**src/rtl/ysyx_bus_pkg.sv**
```systemverilog
// Shared encodings and default widths for the IFU/LSU memory bus arbiter.
package ysyx_bus_pkg;
  localparam int ARB_ADDR_W = 32;
  localparam int ARB_DATA_W = 32;

  // Bit positions inside the one-hot grant vector and the cooldown mask.
  localparam int GNT_IFU = 0;
  localparam int GNT_LSU = 1;

  typedef enum logic [1:0] {
    ST_IDLE = 2'd0,
    ST_REQ  = 2'd1,
    ST_RESP = 2'd2
  } state_e;

  typedef enum logic [1:0] {
    OWN_NONE = 2'd0,
    OWN_IFU  = 2'd1,
    OWN_LSU  = 2'd2
  } owner_e;
endpackage

```
**src/rtl/ysyx_bus_arb_pick.sv**
```systemverilog
// Combinational winner select for the two bus masters; one-hot grant out.
// YSYX_ARB_RR_EN selects round-robin on contention, otherwise LSU has priority.
module ysyx_bus_arb_pick
  import ysyx_bus_pkg::*;
(
  input  logic       ifu_req_i,
  input  logic       lsu_req_i,
  input  logic [1:0] mask_i,
  input  owner_e     last_owner_i,
  output logic [1:0] gnt_o
);
  logic ifu_v, lsu_v, lsu_wins;

  assign ifu_v = ifu_req_i & ~mask_i[GNT_IFU];
  assign lsu_v = lsu_req_i & ~mask_i[GNT_LSU];

`ifdef YSYX_ARB_RR_EN
  // On contention the master that did not win last time goes first.
  assign lsu_wins = lsu_v & (~ifu_v | (last_owner_i != OWN_LSU));
`else
  logic unused_last_owner;
  assign unused_last_owner = ^last_owner_i;
  assign lsu_wins = lsu_v;
`endif

  assign gnt_o[GNT_LSU] = lsu_wins;
  assign gnt_o[GNT_IFU] = ifu_v & ~lsu_wins;
endmodule

```
**src/rtl/ysyx_bus_arbiter.sv**
```systemverilog
// Two-master (IFU read / LSU read-write) to one-slave memory bus arbiter.
// Optional macro YSYX_ARB_RR_EN enables round-robin arbitration.
module ysyx_bus_arbiter
  import ysyx_bus_pkg::*;
#(
  parameter int ADDR_W = ARB_ADDR_W,
  parameter int DATA_W = ARB_DATA_W
) (
  input  logic                clk,
  input  logic                rst,
  input  logic [ADDR_W-1:0]   ifu_araddr,
  input  logic                ifu_arvalid,
  output logic [DATA_W-1:0]   ifu_rdata,
  output logic                ifu_rvalid,
  input  logic [ADDR_W-1:0]   lsu_addr,
  input  logic                lsu_req,
  input  logic                lsu_wen,
  input  logic [DATA_W-1:0]   lsu_wdata,
  input  logic [DATA_W/8-1:0] lsu_wstrb,
  output logic [DATA_W-1:0]   lsu_rdata,
  output logic                lsu_rvalid,
  output logic                mem_valid,
  input  logic                mem_ready,
  output logic [ADDR_W-1:0]   mem_addr,
  output logic                mem_wen,
  output logic [DATA_W-1:0]   mem_wdata,
  output logic [DATA_W/8-1:0] mem_wstrb,
  input  logic [DATA_W-1:0]   mem_rdata,
  input  logic                mem_rvalid,
  output logic                busy_o
);
  localparam int STRB_W = DATA_W / 8;

  state_e              state_q, state_d;
  owner_e              owner_q, owner_d;
  logic [ADDR_W-1:0]   addr_q, addr_d;
  logic                wen_q, wen_d;
  logic [DATA_W-1:0]   wdata_q, wdata_d;
  logic [STRB_W-1:0]   wstrb_q, wstrb_d;
  logic [1:0]          cool_q, cool_d;
  logic [1:0]          gnt;
  logic                resp_fire;
  owner_e              last_owner;

`ifdef YSYX_ARB_RR_EN
  owner_e last_q, last_d;
  assign last_owner = last_q;

  always_ff @(posedge clk or posedge rst) begin
    if (rst) last_q <= OWN_IFU;
    else     last_q <= last_d;
  end
`else
  assign last_owner = OWN_IFU;
`endif

  ysyx_bus_arb_pick u_pick (
    .ifu_req_i    (ifu_arvalid),
    .lsu_req_i    (lsu_req),
    .mask_i       (cool_q),
    .last_owner_i (last_owner),
    .gnt_o        (gnt)
  );

  always_ff @(posedge clk or posedge rst) begin
    if (rst) begin
      state_q <= ST_IDLE;
      owner_q <= OWN_NONE;
      addr_q  <= '0;
      wen_q   <= 1'b0;
      wdata_q <= '0;
      wstrb_q <= '0;
      cool_q  <= '0;
    end else begin
      state_q <= state_d;
      owner_q <= owner_d;
      addr_q  <= addr_d;
      wen_q   <= wen_d;
      wdata_q <= wdata_d;
      wstrb_q <= wstrb_d;
      cool_q  <= cool_d;
    end
  end

  always_comb begin
    state_d = state_q;
    owner_d = owner_q;
    addr_d  = addr_q;
    wen_d   = wen_q;
    wdata_d = wdata_q;
    wstrb_d = wstrb_q;
    cool_d  = '0;
`ifdef YSYX_ARB_RR_EN
    last_d  = last_q;
`endif
    case (state_q)
      ST_IDLE: begin
        if (gnt[GNT_LSU]) begin
          state_d = ST_REQ;
          owner_d = OWN_LSU;
          addr_d  = lsu_addr;
          wen_d   = lsu_wen;
          wdata_d = lsu_wdata;
          wstrb_d = lsu_wstrb;
`ifdef YSYX_ARB_RR_EN
          last_d  = OWN_LSU;
`endif
        end else if (gnt[GNT_IFU]) begin
          state_d = ST_REQ;
          owner_d = OWN_IFU;
          addr_d  = ifu_araddr;
          wen_d   = 1'b0;
          wdata_d = '0;
          wstrb_d = '0;
`ifdef YSYX_ARB_RR_EN
          last_d  = OWN_IFU;
`endif
        end
      end
      ST_REQ: if (mem_ready) state_d = ST_RESP;
      ST_RESP: begin
        if (mem_rvalid) begin
          state_d = ST_IDLE;
          owner_d = OWN_NONE;
          // The just-served master still holds its level request for a cycle.
          cool_d[GNT_IFU] = (owner_q == OWN_IFU);
          cool_d[GNT_LSU] = (owner_q == OWN_LSU);
        end
      end
      default: state_d = ST_IDLE;
    endcase
  end

  assign resp_fire  = (state_q == ST_RESP) & mem_rvalid;
  assign ifu_rvalid = resp_fire & (owner_q == OWN_IFU);
  assign lsu_rvalid = resp_fire & (owner_q == OWN_LSU);
  assign ifu_rdata  = ifu_rvalid ? mem_rdata : '0;
  assign lsu_rdata  = lsu_rvalid ? mem_rdata : '0;

  assign mem_valid  = (state_q == ST_REQ);
  assign mem_addr   = addr_q;
  assign mem_wen    = wen_q;
  assign mem_wdata  = wdata_q;
  assign mem_wstrb  = wstrb_q;
  assign busy_o     = (state_q != ST_IDLE);
endmodule

```
**config.mk**
```make
export PLATFORM = sky130hd
export DESIGN_NAME = ysyx_bus_arbiter
export DESIGN_NICKNAME = d
export VERILOG_FILES = /design/src/rtl/ysyx_bus_pkg.sv /design/src/rtl/ysyx_bus_arb_pick.sv /design/src/rtl/ysyx_bus_arbiter.sv
export SDC_FILE = /design/constraint.sdc
export NUM_CORES = 1
export LEC_CHECK = 0
export BUFFER_PORTS_ARGS = -buffer_cell sky130_fd_sc_hd__buf_4
export CAP_MARGIN = 15
export CORE_AREA = 2 2 107 109
export CTS_BUF_LIST = sky130_fd_sc_hd__clkbuf_16
export DETAILED_ROUTE_END_ITERATION = 12
export DIE_AREA = 0 0 109 111
export GPL_TIMING_DRIVEN = 0
export PLACE_DENSITY = 0.68
export SLEW_MARGIN = 20
export SYNTH_ARGS = -nofsm -noshare
export SYNTH_HDL_FRONTEND = slang
export SYNTH_SLANG_ARGS = --single-unit
```
**constraint.sdc**
```tcl
create_clock -name clk -period 4.3 [get_ports clk]
set_clock_uncertainty 0.2 [all_clocks]
set_input_delay 0.86 -clock clk [delete_from_list [all_inputs] [get_ports clk]]
set_output_delay 0.86 -clock clk [all_outputs]
set_load 0.05 [all_outputs]
```
==> out/qor.txt <==
GRT
---------------------------------------------------------------------------------
Via count of the first global-routing pass .........................        3,508
Initial antenna violation count ....................................            0
Met3 global-route usage ............................................        5.29%
Remaining global-route overflow ....................................            0
Maximum number of pins on one net before global-route repair .......           51
Combined global-route utilization of all metal layers ..............        19.2%
First-pass GRT wire length .........................................    17,700 um
Global-route met2 utilization ......................................        36.5%
GRT met1 Usage .....................................................        18.8%
Layer with the highest usage after global routing ..................         met2

ROUTING
---------------------------------------------------------------------------------
Wire length after detailed routing .................................    11,700 um
Final routed wire length divided by cell count .....................      16.3 um
Drt first-iter violations ..........................................          125
Post-detailed-route DRC marker count ...............................            0
Count of vias placed by the detailed router ........................        3,293
Antenna Violating Nets Remaining ...................................            0
First drt pass iteration count .....................................            5
Ratio of routed vias to standard cells .............................         4.59

POWER
---------------------------------------------------------------------------------
Cell Pwr Density ...................................................  758 mW/mm^2
Proportion of total power due to net switching .....................        46.4%
Share of power burned in the clock network .........................        17.8%
Sw Pwr .............................................................      2.19 mW
Part of the total power dissipated in sequential elements ..........        25.9%
Standby leakage power ..............................................      3.21 nW
Maximum vdd drop ...................................................   0.000515 V
Gate power share ...................................................        56.2%
Internal Power .....................................................      2.53 mW

FINISH
---------------------------------------------------------------------------------
Area growth syn-to-layout ..........................................        72.1%
# fillers ..........................................................          980
Final non-filler cell area ......................................... 0.00622 mm^2
Fraction of layout instances using a drive strength above 1 ........        66.0%
Antenna Diode Count ................................................            0
Final nets .........................................................          709

TIMING
---------------------------------------------------------------------------------
Unrepaired setup endpoints after global routing ....................        false
Slew Viols, Final ..................................................            0
Tcrit/Tclk final ...................................................        73.8%
Total negative setup slack .........................................         0 ns
Final Hold Vio Count ...............................................            0
Worst-margin pin slew ..............................................     0.440 ns
Clock period minus worst slack .....................................      3.17 ns
Setup violations, final ............................................            0
Upper clock frequency limit ........................................      315 MHz
Normalized max-slew margin .........................................        70.7%

DIE
---------------------------------------------------------------------------------
Die area ...........................................................  0.0121 mm^2
Number of I/O pins .................................................          276
Area of the core ...................................................  0.0111 mm^2
Site Rows ..........................................................           39
Horizontal extent of the die .......................................       109 um
Starting Density ...................................................        32.6%
Vertical die dimension .............................................       111 um

WORST HOLD PATH
---------------------------------------------------------------------------------
Worst hold path class ..............................................   reg -> reg
Number of cells on the worst hold path .............................            1

CTS
---------------------------------------------------------------------------------
Register clock-pin slew on the reported worst setup and hold paths .      0.05 ns
CTS H-Tree Depth ...................................................            3
Clock insertion delay at the later pin of the skew report ..........      0.33 ns
Number of hold buffers added after CTS .............................            0
Clk root buf .......................................................    clkbuf_16
TritonCTS buffer count .............................................            9
Clock tree from TritonCTS ..........................................          yes
PostCTS Resize Cnt .................................................            0
Max Root-Sink Buffers ..............................................            2
Clk sink count .....................................................           75
Setup Fix Bufs, Post-CTS ...........................................            0

PLACEMENT
---------------------------------------------------------------------------------
HPWL Detailed ......................................................      9400 um
Buffers on Ports ...................................................          275
Final weighted congestion in routability-driven placement ..........        0.757
Area after DPL ..................................................... 0.00589 mm^2

WORST SETUP PATH
---------------------------------------------------------------------------------
Highest fanout seen on the critical path ...........................           10
Critical Path RT ...................................................      3.24 ns
Arrival time worst endpoint ........................................      2.11 ns
Depth of the worst register-to-register path .......................            5
Kind of start point of the critical path ...........................    input pin
Crit end category ..................................................  output port
Critical path class ................................................    in -> out

YOSYS
---------------------------------------------------------------------------------
Number of warnings printed during yosys synthesis ..................            0
Net Count, Synth ...................................................          422
Synthesized area per cell ..........................................    12.8 um^2
Cell type with the highest aggregate area in the netlist ...........      dfrtp_1
Count of mapped cells out of synthesis .............................          283
Register bit count reported by yosys ...............................           75
Share of the yosys chip area belonging to registers ................        51.9%
Summed instance area of the synthesized netlist .................... 0.00361 mm^2
Leading post-synthesis cells by cell area .......................... dfrtp_1 52%, mux2_2 20%, and2_1 11%, a22o_1 9.2%, buf_2 1.4%
Netlist cell types .................................................           21
Share of the synthesized area in the top cell type .................        51.9%

JOB
---------------------------------------------------------------------------------
Max-cap violation count ............................................            0

STATUS
---------------------------------------------------------------------------------
Run status ......................................................... finished, final reports clean

## routing by layer
metal / part of all wire, % / up-vias
met2: 54 / 162
li1: - / 1565
met3: 9.3 / 20
met5: 0 / -
met4: 2.0 / 0
met1: 34 / 1546
## cells by family (layout without fill, tap and decap cells)
kind of cell,after synthesis,in the layout,synth area share [%]
compound gates,44,44,10.6
buf+inv,24,315,3.95
flops,75,75,51.9
mux,64,64,19.9
simple gates,76,76,13.6
## synthesized netlist by cell type
cell,n
a31o_2,1
nor2b_1,3
nor2_1,2
mux2_2,64
buf_2,10
nand3b_2,1
and2_1,65
o21ai_4,1
clkbuf_1,2
o31ai_1,2
buf_6,3
nor3b_2,2
inv_1,3
dfrtp_1,75
nor2_2,1
nor3b_1,2
a22o_1,38
clkbuf_2,2
a21oi_1,1
o21ai_0,1
buf_4,4
## flip-flops by register name, summed over array words and instances, names as in the netlist
name / flops
mem_wdata: 32
owner_q: 2
cool_q: 2
mem_addr: 32
mem_wen: 1
mem_wstrb: 4
state_q: 2
## power by group through the flow
| stage | logic [mW] | clock network (mW) | registers, mW |
|---|---|---|---|
| after floorplan | 0.790 | 0 | 2.25 |
| after global placement | 2.65 | 0 | 1.21 |
| after detailed placement | 2.68 | 0 | 1.22 |
| after CTS | 2.68 | 0.854 | 1.23 |
| after global routing | 2.77 | 0.887 | 1.26 |
| final | 2.65 | 0.841 | 1.22 |
## worst max-delay path, stage by stage
cell	delay, ns
buf_4	0.10
nand3b_2	0.13
nor3b_2	0.40
buf_2	0.26
and2_1	0.16
buf_4	0.20
## final cells by class
class	count	area [um^2]	area share (%)
Inverter	3	13.8	0.221
Sequential cell	75	1880	30.2
Multi-Input combinational cell	184	1590	25.6
Tap cell	143	179	2.88
Buffer	21	131	2.11
Clock buffer	9	225	3.62
Timing Repair Buffer	276	2090	33.6
Clock inverter	6	106	1.71
## worst paths after layout
| path | from | endpoint | slack [ns] |
|---|---|---|---|
| hold reg to reg | mem_addr[30]$_DFFE_PP0P_ | mem_addr[30]$_DFFE_PP0P_ | 0.30 |
| setup / recovery | mem_rvalid | ifu_rdata[26] | 1.13 |
| min in group asynchronous | rst | mem_addr[13]$_DFFE_PP0P_ | 0.31 |
| max in group asynchronous | rst | cool_q[1]$_DFF_PP0_ | 3.03 |
| hold / removal | mem_addr[30]$_DFFE_PP0P_ | mem_addr[30]$_DFFE_PP0P_ | 0.30 |
| setup reg to reg | cool_q[1]$_DFF_PP0_ | mem_addr[31]$_DFFE_PP0P_ | 2.44 |
## metrics by stage
step | cells | hold WS (ns) | power (mW) | util (%) | worst slack, ns
3_3_place_gp | 701 | 0.290 | 3.86 | 52.9 | 0.426
3_5_place_dp | 702 | 0.292 | 3.90 | 53.1 | 1.09
5_1_grt | 717 | 0.319 | 4.93 | 56.1 | 1.02
2_1_floorplan | 283 | 0.274 | 3.04 | - | 1.17
6_report | 717 | 0.305 | 4.71 | 56.1 | 1.13
4_1_cts | 717 | 0.309 | 4.76 | 56.1 | 1.09
## cells in the final DEF (no fill, tap or decap)
master	Yosys	layout
dfrtp_1	75	75
a22o_1	38	38
inv_1	3	3
nor3b_2	2	2
nor2_1	2	2
and2_1	65	65
clkinv_1	0	1
nor2_2	1	1
o21ai_4	1	1
clkinv_4	0	1
buf_2	10	10
mux2_2	64	64
nand3b_2	1	1
a21oi_1	1	1
o21ai_0	1	1
clkbuf_1	2	2
clkbuf_16	0	9
a31o_2	1	1
nor2b_1	3	3
buf_16	0	1
o31ai_1	2	2
buf_6	3	3
nor3b_1	2	2
bufinv_16	0	3
buf_4	4	279
inv_4	0	1
clkbuf_2	2	2
Note: power is estimated with default switching activity, not from simulation.
